$ cat src/rtl/ibm_fetch_pkg.sv
// Shared types and constants for the IBM core instruction fetch path.
// Optional 2-entry prefetch is selected in instr_fetch by FETCH_PREFETCH_EN.
package ibm_fetch_pkg;
  typedef enum logic [1:0] {FETCH, FULL, DRAIN} fetch_state_e;

  localparam logic [15:0] FETCH_RESET_PC = 16'h0000;
  // Opcode of the register jump; execute raises REDIRECT when it retires one
  localparam logic [4:0]  OP_JMR         = 5'b11100;

  typedef struct packed {
    logic [15:0] addr;
    logic [15:0] data;
  } fetch_ent_t;
endpackage

$ cat src/rtl/fetch_buffer.sv
// Shift-style FIFO of {addr, data} fetch entries, depth 1 or 2.
// Flush clears occupancy and overrides any same-cycle write or take.
module fetch_buffer import ibm_fetch_pkg::*; #(
  parameter int          DEPTH      = 1,
  parameter logic [15:0] RESET_ADDR = 16'h0000
) (
  input  logic       clk,
  input  logic       rst_n,
  input  logic       wr,
  input  fetch_ent_t wr_ent,
  input  logic       take,
  input  logic       flush,
  output fetch_ent_t head,
  output logic       valid,
  output logic [1:0] occ
);
  fetch_ent_t [DEPTH-1:0] ent_q, ent_d;
  logic [1:0] occ_q, occ_d;
  logic       take_ok;
  logic [1:0] wr_idx;

  assign take_ok = take & (occ_q != 2'd0);
  // A write lands behind whatever survives this cycle's take
  assign wr_idx  = occ_q - {1'b0, take_ok};

  always_comb begin
    ent_d = ent_q;
    occ_d = occ_q;
    if (flush) begin
      occ_d = 2'd0;
    end else begin
      if (take_ok)
        for (int i = 0; i < DEPTH-1; i++) ent_d[i] = ent_q[i+1];
      if (wr)
        for (int i = 0; i < DEPTH; i++)
          if (wr_idx == i[1:0]) ent_d[i] = wr_ent;
      occ_d = occ_q + {1'b0, wr} - {1'b0, take_ok};
    end
  end

  always_ff @(posedge clk or negedge rst_n) begin
    if (!rst_n) begin
      for (int i = 0; i < DEPTH; i++) ent_q[i] <= '{addr: RESET_ADDR, data: 16'h0000};
      occ_q <= 2'd0;
    end else begin
      ent_q <= ent_d;
      occ_q <= occ_d;
    end
  end

  assign head  = ent_q[0];
  assign valid = (occ_q != 2'd0);
  assign occ   = occ_q;
endmodule

$ cat src/rtl/instr_fetch.sv
// Instruction fetch: PC sequencing, memory req/ack handshake, redirect/drain.
// Define FETCH_PREFETCH_EN for a 2-entry prefetch buffer (default: 1 entry).
module instr_fetch import ibm_fetch_pkg::*; #(
  parameter logic [15:0] RESET_PC = FETCH_RESET_PC
) (
  input  logic        CLOCK,
  input  logic        RESETN,
  output logic        MEM_REQ,
  output logic [15:0] MEM_ADDR,
  input  logic        MEM_ACK,
  input  logic [15:0] MEM_RDATA,
  output logic [15:0] INSTR,
  output logic        INSTR_VALID,
  input  logic        INSTR_TAKE,
  output logic [15:0] PC_OUT,
  input  logic        REDIRECT,
  input  logic [15:0] REDIRECT_ADDR
);
`ifdef FETCH_PREFETCH_EN
  localparam int DEPTH = 2;
`else
  localparam int DEPTH = 1;
`endif
  localparam logic [1:0] DEPTH_W = 2'(DEPTH);

  fetch_state_e state_q, state_d;
  logic         req_q, req_d;
  logic [15:0]  addr_q, addr_d, tgt_q, tgt_d;
  logic         ack, pending, buf_wr, buf_take;
  logic [1:0]   occ, occ_nx;
  fetch_ent_t   head;

  assign ack      = req_q & MEM_ACK;
  assign pending  = req_q & ~MEM_ACK;
  assign buf_wr   = ack & ~REDIRECT & (state_q != DRAIN);
  assign buf_take = INSTR_TAKE & INSTR_VALID;
  assign occ_nx   = occ + {1'b0, buf_wr} - {1'b0, buf_take};

  always_comb begin
    state_d = state_q;
    req_d   = req_q;
    addr_d  = addr_q;
    tgt_d   = tgt_q;
    if (REDIRECT) begin
      tgt_d = REDIRECT_ADDR;
      if (pending) begin
        // Old request must complete on its own address before we move on
        state_d = DRAIN;
      end else begin
        state_d = FETCH;
        req_d   = 1'b1;
        addr_d  = REDIRECT_ADDR;
      end
    end else if (state_q == DRAIN) begin
      if (ack) begin
        state_d = FETCH;
        req_d   = 1'b1;
        addr_d  = tgt_q;
      end
    end else begin
      if (ack) addr_d = addr_q + 16'd1;
      // An outstanding request is always held; a new one only if a slot is free
      req_d   = pending | (occ_nx < DEPTH_W);
      state_d = req_d ? FETCH : FULL;
    end
  end

  always_ff @(posedge CLOCK or negedge RESETN) begin
    if (!RESETN) begin
      state_q <= FETCH;
      req_q   <= 1'b0;
      addr_q  <= RESET_PC;
      tgt_q   <= RESET_PC;
    end else begin
      state_q <= state_d;
      req_q   <= req_d;
      addr_q  <= addr_d;
      tgt_q   <= tgt_d;
    end
  end

  fetch_buffer #(.DEPTH(DEPTH), .RESET_ADDR(RESET_PC)) u_buf (
    .clk   (CLOCK),
    .rst_n (RESETN),
    .wr    (buf_wr),
    .wr_ent('{addr: addr_q, data: MEM_RDATA}),
    .take  (buf_take),
    .flush (REDIRECT),
    .head  (head),
    .valid (INSTR_VALID),
    .occ   (occ)
  );

  assign MEM_REQ  = req_q;
  assign MEM_ADDR = addr_q;
  assign INSTR    = head.data;
  assign PC_OUT   = head.addr;
endmodule

$ cat config.mk
export PLATFORM = sky130hd
export DESIGN_NAME = instr_fetch
export DESIGN_NICKNAME = d
export VERILOG_FILES = /design/src/rtl/ibm_fetch_pkg.sv /design/src/rtl/fetch_buffer.sv /design/src/rtl/instr_fetch.sv
export SDC_FILE = /design/constraint.sdc
export NUM_CORES = 1
export LEC_CHECK = 0
export CAP_MARGIN = 20
export CORE_ASPECT_RATIO = 1.5
export CORE_MARGIN = 2
export CORE_UTILIZATION = 30
export CTS_CLUSTER_DIAMETER = 30
export CTS_CLUSTER_SIZE = 40
export DETAILED_ROUTE_END_ITERATION = 6
export GPL_TIMING_DRIVEN = 0
export SLEW_MARGIN = 20
export SYNTH_ARGS = -nofsm -noshare
export SYNTH_HDL_FRONTEND = slang
export SYNTH_HIERARCHICAL = 1
export SYNTH_SLANG_ARGS = --single-unit
$ cat constraint.sdc
create_clock -name CLOCK -period 3.02 [get_ports CLOCK]
set_clock_uncertainty 0.15 [all_clocks]
set_input_delay 0.604 -clock CLOCK [delete_from_list [all_inputs] [get_ports CLOCK]]
set_output_delay 0.604 -clock CLOCK [all_outputs]
set_load 0.05 [all_outputs]
==> impl_metrics.toml <==
[logic_synthesis]
synth_warnings = 6
async_flop_share = 1.00
synth_top_cell_by_area = "dfrtp_1"
synth_area_sq_um = 3570
netlist_top_cells_area = "dfrtp_1, mux2_4, o21ai_0, inv_1, nand2_1"
ys.flop_type = "dfrtp_1"
ys_top_cells_by_count = "dfrtp_1, mux2_4, inv_1"
synth_cell_types = 56
avgSynthCellArea_sq_um = 11.5
synth-seq-cells = 69
synth_edf_count = 0
synth_top_cell_area_share = 0.484
ys_seq_area_frac = 0.484
synth_cells = 311
yosysMostFrequentCell = "dfrtp_1"
synth_nets = 353

[sta]
max_freq_mhz = 343
relSlewSlack = 0.637
min_period_over_period = 0.966
rsz0062_at_grt = "no"
fin_ws_ps = 101
finalCriticalPeriod_ps = 2920
tightest_slew_ps = 543
whs_ps = 70.9
hold_violations = 0
setup_viol = 0
drv_slew = 0

[worst_setup_path]
end_kind = "flop"
r2r_slack_ps = 300
critPathKind = "input pin to flop"
arrival_ps = 2990
cp.required_ps = 3090
regToRegStartpoint = "state_q[1]"
r2r-end = "u_buf/head[17]"
r2r_cells = 10
path_max_fanout = 10
critPathLaunchType = "input pin"

[min_path]
min_path_type = "input pin to async pin"

[place]
io_buffers = 86
dp_slack_ps = -737
dp_cells = 548
placed_area_sq_um = 4630
gp_congestion = 0.854
post-dp-hpwl_microns = 6810

[clock_tree]
cts_buffers = 9
holdBufCountCts = 0
clkTransAtPathRegs_ps = 50
cts_tree = "built"
cts_max_level = 3
root_buffer = "clkbuf_16"
cts_sinks = 69
clockBufferDepth = 2
clock_latency_ps = 340

[pwr]
p_total_mw = 4.88
pwr-share-comb = 0.501
share_seq_of_total_power = 0.309
max-vdd-ir-drop_mv = 0.344
p_sw_mw = 2.13
power_frac_clock = 0.190
p_leak_nw = 2.22
swShare = 0.437
p_per_area_nw_per_um2 = 998
internal_power_mw = 2.75

[floorplanning]
core_sq_um = 11500
ioPinCount = 87
die-area_sq_um = 12800
die_x_microns = 93.0
die_h_microns = 138
start_util = 0.309
fp-row-count = 48

[global_routing]
antenna_found_initial = 0
grt_max_degree = 37
grt_use_total = 0.155
grt_pass1_vias = 2835
grt_pass1_wl_microns = 15000
grt_overflow = 0

[routing]
viasPerCell = 4.97
drc = 0
firstDrtPassIters = 4
wire_per_inst_microns = 16.8
vias = 2791
ant_nets = 0
routed_wl_microns = 9430
drt_iter0_drc = 208

[finish]
stdcell_area_sq_um = 4890
diodes = 0
fin_cells = 562
syn_to_final_growth_pct = 37.2
layout-drive-gt1-share = 0.192
nets = 451

[flow_run]
cap_violations = 0

[status]
status = "finished, final reports clean"
-- power groups by stage --
stage               registers, mW  clock network (mW)  logic (mW)
finish                       1.51               0.928        2.45
global route                 1.56               0.996        2.56
CTS                          1.51               0.953        2.46
detailed placement           1.52                   0        2.45
global placement             1.51                   0        2.43
floorplan                    2.46                   0       0.673
-- stage by stage --
step / setup TNS, ps / utilization
after global placement: -108420 / 0.400
after global routing: 0 / 0.424
after detailed placement: -24440 / 0.402
after floorplan: 0 / -
after CTS: 0 / 0.424
final: 0 / 0.424
-- area by class of cell --
| cell class | instances | area, sq um |
|---|---|---|
| Fill cell | 1115 | 6640 |
| Sequential cell | 69 | 1730 |
| Multi-Input combinational cell | 199 | 1590 |
| Timing Repair Buffer | 87 | 877 |
| Clock buffer | 9 | 225 |
| Tap cell | 150 | 188 |
| Buffer | 20 | 169 |
| Inverter | 23 | 86.3 |
| Clock inverter | 5 | 30.0 |
-- registers in the layout, summed over array words and instances (netlist names) --
| register | flops |
|---|---|
| MEM_REQ | 1 |
| u_buf/head | 32 |
| tgt_q | 16 |
| state_q | 2 |
| MEM_ADDR | 16 |
| u_buf/occ | 2 |
-- how the worst max path moves through the flow --
stage,end,start
5_1_grt,u_buf/head[13],REDIRECT
2_1_floorplan,u_buf/head[24],REDIRECT
3_3_place_gp,u_buf/head[0],RESETN
4_1_cts,u_buf/head[8],REDIRECT
3_5_place_dp,u_buf/head[8],REDIRECT
6_report,u_buf/head[17],REDIRECT
-- per-layer routing --
metal	part of all wire	GRT usage
met5	0	0
met4	0.026	0.0817
met3	0.048	0.0410
met2	0.53	0.264
met1	0.40	0.177
-- layout by cell type, fill, tap and decap left out, drive strengths merged, types with 3 or more instances in the layout --
master	Yosys	layout
nand4	8	8
a211o	3	3
dfrtp	69	69
a21oi	9	9
nand3	4	4
o22a	3	3
and3	7	7
nand2	22	22
mux2	37	37
and2	3	3
o31ai	4	4
a311oi	5	5
nor2	17	17
clkdlybuf4s50	0	84
a221oi	4	4
inv	23	23
ha	5	5
clkbuf	3	12
xnor2	5	5
and4	3	3
a31oi	4	4
o21ai	20	20
nor3	3	3
nor2b	4	4
buf	17	19
clkinv	0	3
-- timing repair --
| item | in CTS | in global routing |
|---|---|---|
| setup buffers | 0 | 0 |
| pin swaps | 0 | 0 |
| endpoints found under the setup margin | 33 | 30 |
| gates resized for setup | 2 | 1 |
-- worst max-delay path: stages --
cell,delay [ps]
dlygate4sd2_1,370
buf_4,230
buf_2,220
nor2_4,190
and3_1,200
inv_1,70
or4_4,470
buf_6,170
buf_12,160
mux2_4,300
-- logic make-up (layout without fill, tap and decap cells) --
family / after synthesis / in the layout / synth area share
simple gates: 81 / 81 / 0.122
flops: 69 / 69 / 0.484
compound gates: 67 / 67 / 0.128
buf+inv: 43 / 144 / 0.0716
mux: 39 / 39 / 0.159
xor+xnor: 7 / 7 / 0.0172
fa+ha+maj: 5 / 5 / 0.0175
Power figures use the tool's default switching activity.
==> variant 1: new RTL, config.mk and constraints unchanged <==
Re-encode `fetch_state_e` (3 states) as one-hot, 3 bits wide.
--- a/src/rtl/ibm_fetch_pkg.sv
+++ b/src/rtl/ibm_fetch_pkg.sv
@@ -3,3 +3,3 @@
 package ibm_fetch_pkg;
-  typedef enum logic [1:0] {FETCH, FULL, DRAIN} fetch_state_e;
+  typedef enum logic [2:0] {FETCH = 3'b001, FULL = 3'b010, DRAIN = 3'b100} fetch_state_e;
 
Formal check against the unedited RTL: no difference found for any inputs over 4 cycles, from zero or initial values and one cycle with RESETN low; so few cycles prove little.
==> variant 1 against the unedited design <==
- worst setup slack got worse by 0.0068 ns
- wire length fell by 2.1%
- design area down 0.13%
- sequential share of layout area is 0.58 points higher
- sequential power grew 4%
- total power increased by 6.4%
- area after synthesis down 1.6%
- sequential cell count grew 1
- largest cell class unchanged
- largest power group unchanged
==> variant 1: results (changes against the unedited design) <==
layout:
  num-nets-final: 445  # -1.3%
  drive_gt1_share_pct: 18.4  # -0.79 points
  largest_reg_flops: 32  # unchanged
  n_antenna_cell: 0  # unchanged
placed_design:
  placedInstanceArea_um2: 4570  # -1.2%
  gp_congestion: 0.833  # -2.4%
  place_ws_ns: -0.595  # +0.143 ns
  dp_hpwl_um: 6610  # -2.9%
  place.port_buffers: 86  # unchanged
grt:
  antenna_found_initial: 0  # unchanged
  grt-ovfl-total: 0  # unchanged
  grt_usage_pct: 15.2  # -0.28 points
  grt_pass1_wl_um: 14800  # -1.4%
  grt_max_degree: 37  # unchanged
  grt_pass1_vias: 2846  # +0.39%
synth:
  ys_types: 56  # unchanged
  syn_area_um2: 3510  # -1.6%
  synth_nets: 345  # -2.3%
  synthTopCellsByCount: "dfrtp_1 (69), nand2_1 (33), mux2_4 (30), inv_1 (18), nor2_1 (17)"
  synthTopCellsByArea: "dfrtp_1 (49%), mux2_4 (13%), nand2_1 (3.5%)"
  yosysSeqAreaShare_pct: 50.0  # +1.5 points
  yosys_warnings: 6  # unchanged
  ys_async_sr_fraction_pct: 100  # unchanged
routing:
  routed_wl_um: 9220  # -2.1%
  drt_iter0_markers: 163  # -22%
  first_pass_iters: 4  # unchanged
  viasPerCell: 4.97  # +0.18%
sta:
  worst_pin_slew_ns: 0.936  # +0.393 ns
  final.setup.tns_ns: 0  # unchanged
clock_network:
  clkSlewWorstSetupHoldPaths_ns: 0.06
  cts_max_path_buffers: 2  # unchanged
  clock-root-buffer: "clkbuf_16"
  clock_latency_ns: 0.33
  numCtsBuffers: 9  # unchanged
  htree_levels: 3  # unchanged
worst_setup_path:
  r2r-start: "state_q[1]$_DFFE_PN0P_"
  r2r_setup_slack_ns: 0.43  # +0.13 ns
  cp_max_fo: 10  # unchanged
  reg2reg_depth: 8  # -2
  rr_endpoint: "state_q[0]$_DFFE_PN1P_"
  crit_arrival_ns: 2.99  # about the same
pwr:
  power.leakage_nw: 2.21  # -0.53%
  ir_drop_uv: 503  # +46%
min_path:
  hold_class: "input pin to asynchronous set/reset pin"
status:
  status: "finished clean"
flow_run:
  maxCapViolCount: 0  # unchanged
## variant 1: changes by cell type in the layout (fill, tap and decap cells not counted), moves of 4 or more
| cell | delta |
|---|---|
| nand2_1 | +11 |
| o31ai_1 | -4 |
| clkbuf_1 | +4 |
| inv_1 | -5 |
| o21ai_0 | -4 |
| buf_2 | -7 |
| a221oi_1 | -4 |
| a21oi_1 | -4 |
## variant 1: how the worst max path moves through the flow
stage | to | startpoint | depth (start not counted) | slack, ns
floorplan | u_buf/head[18]$_DFFE_PN0P_ | REDIRECT | 9 | 0.32
global placement | u_buf/head[1]$_DFFE_PN0P_ | RESETN | 1 | -1.28
detailed placement | u_buf/head[19]$_DFFE_PN0P_ | REDIRECT | 10 | -0.59
CTS | u_buf/head[31]$_DFFE_PN0P_ | REDIRECT | 10 | 0.02
global route | u_buf/head[20]$_DFFE_PN0P_ | REDIRECT | 10 | 0.003
finish | u_buf/head[9]$_DFFE_PN0P_ | REDIRECT | 10 | 0.09
## variant 1: where the power goes
group | switching [mW] | total, mW | internal (mW)
registers | 0.297 | 1.57 | 1.27
logic | 1.57 | 2.62 | 1.05
clock network | 0.389 | 1.01 | 0.620
total | 2.26 | 5.20 | 2.94
## variant 1: kinds of logic (layout without fill, tap and decap cells)
kind of cell | Yosys count | after routing | synth area share (%)
DFF | 70 | 70 | 50.0
AOI/OAI and AO/OA | 57 | 57 | 11.3
and+or+nand+nor | 90 | 90 | 13.0
buffers and inverters | 35 | 140 | 5.99
adders and majority gates | 5 | 5 | 1.78
xor gates and xnor gates | 6 | 6 | 1.93
muxes | 40 | 40 | 16.0
## variant 1: through the flow
step / cells / hold slack, ns
CTS: 556 / 0.0985
global placement: 539 / 0.314
global route: 558 / 0.104
floorplan: 303 / 0.158
detailed placement: 540 / 0.326
finish: 558 / 0.0796
## variant 1: metal layers
metal  global-route usage (%)  up-vias  routed length (um)
met1                     18.4     1369                3870
met3                     2.94       15                 540
met4                     7.05        0                 148
met2                     26.1      105                4660
li1                         -     1287                   -
met5                        0        -                   0
## variant 1: timing repair
action                                  in CTS  in global routing
endpoints found under the setup margin      32                 30
endpoints found under the hold margin        0                  0
buffers inserted                             0                  2
resized for setup                            2                  2
pin swaps                                    1                  1
## variant 1: cell type report
type / instances / area (um^2)
Buffer: 17 / 145
Tap cell: 150 / 188
Clock inverter: 3 / 17.5
Fill cell: 1098 / 6580
Sequential cell: 70 / 1750
Timing Repair Buffer: 89 / 893
Clock buffer: 13 / 270
Multi-Input combinational cell: 198 / 1550
Inverter: 18 / 67.6
## variant 1: worst max-delay path: stages
cell             delay, ns
clkdlybuf4s50_1       0.48
buf_4                 0.20
buf_2                 0.20
nor2_4                0.16
and3_1                0.19
inv_1                 0.06
or4_4                 0.48
buf_6                 0.16
buf_12                0.15
mux2_4                0.30
==> variant 2: new RTL, same settings <==
Without the edit above. Build with the macro `FETCH_PREFETCH_EN` defined.
--- a/src/rtl/instr_fetch.sv
+++ b/src/rtl/instr_fetch.sv
@@ -2,2 +2,4 @@
 // Define FETCH_PREFETCH_EN for a 2-entry prefetch buffer (default: 1 entry).
+`define FETCH_PREFETCH_EN
+
 module instr_fetch import ibm_fetch_pkg::*; #(
Formal check against the unedited RTL: not equivalent (Yosys sat finds a counterexample within 4 cycles, from zero or initial values and one cycle with RESETN low).
==> variant 2 against the unedited design <==
- non-clock buffer count increased by 47
- sequential cell count increased by 32
- design area increased by 42%
- wire length increased by 53%
- total power increased by 19%
- first-iteration DRC count increased by 26%
- area after synthesis increased by 54%
- count of clock-buffer cells in the layout increased by 1
- global-route usage decreased by 0.32 points
- worst setup slack improved by 0.11 ns
- combinational power increased by 4%
- die area increased by 52%
- highest routed layer unchanged
==> variant 2: results (changes against the unedited design) <==
placed_design:
  dp_hpwl_um: 10600  # +55%
  place.port_buffers: 85  # -1.2%
  placedInstanceArea_um2: 6630  # +43%
  place_ws_ns: -0.263  # +0.474 ns
synth:
  synth_fa_ha_area_share_pct: 0.685  # -1.1 points
  ys_types: 60  # +7.1%
  synth_nets: 533  # +51%
  synth-compound-area-share_pct: 13.8  # +0.93 points
  synthTopCellsByArea: "dfrtp_1 (46%), mux2_4 (8.2%), mux2i_1 (6.6%)"
  synth_area_per_cell_um2: 11.1  # -3.1%
pwr:
  ir_drop_uv: 280  # -19%
  swShare_pct: 38.8  # -4.9 points
  power.leakage_nw: 3.30  # +49%
  p_int_mw: 3.57  # +30%
routing:
  wl_met2_um: 7580  # +52%
  vias: 4164  # +49%
  wirelength_met1_um: 6040  # +61%
  wl_met3_um: 466  # +2.4%
  drt_iter0_markers: 262  # +26%
layout:
  drive_gt1_share_pct: 20.1  # +0.96 points
grt:
  grt_pass1_wl_um: 23100  # +53%
  grtUsageMet3_pct: 2.14  # -2.0 points
  grt_pass1_vias: 4332  # +53%
  grtUsageMet1_pct: 18.5  # +0.81 points
  grt_usage_pct: 15.2  # -0.32 points
worst_setup_path:
  crit_family: "simple AND/OR/NAND/NOR gates"
sta:
  max-slew-margin-rel_pct: 60.7  # -3.0 points
status:
  status: "finished clean"
variant 2: worst paths after layout:
kind	cells after the start	from	end	slack (ns)
setup / recovery	10	u_buf/occ[1]$_DFF_PN0_	u_buf/occ[1]$_DFF_PN0_	0.21
hold / removal	2	REDIRECT	u_buf/occ[0]$_DFF_PN0_	0.33
setup reg to reg	10	u_buf/occ[1]$_DFF_PN0_	u_buf/occ[1]$_DFF_PN0_	0.21
hold reg to reg	1	u_buf/head[26]$_DFFE_PN0N_	u_buf/head[26]$_DFFE_PN0N_	0.34
max in group asynchronous	3	RESETN	u_buf/ent_q[44]$_DFFE_PN0P_	1.50
min in group asynchronous	2	RESETN	u_buf/head[28]$_DFFE_PN0N_	0.54
variant 2: area by class of cell:
cell class              instances  area (um^2)
flip-flops and latches        101         2530
plain buffers                  67          475
fillers                      1757        11000
well taps                     217          272
repair buffers                 87          892
clock buffers                  10          239
inverters                      19         71.3
clock inverters                 6         61.3
multi-input cells             306         2410
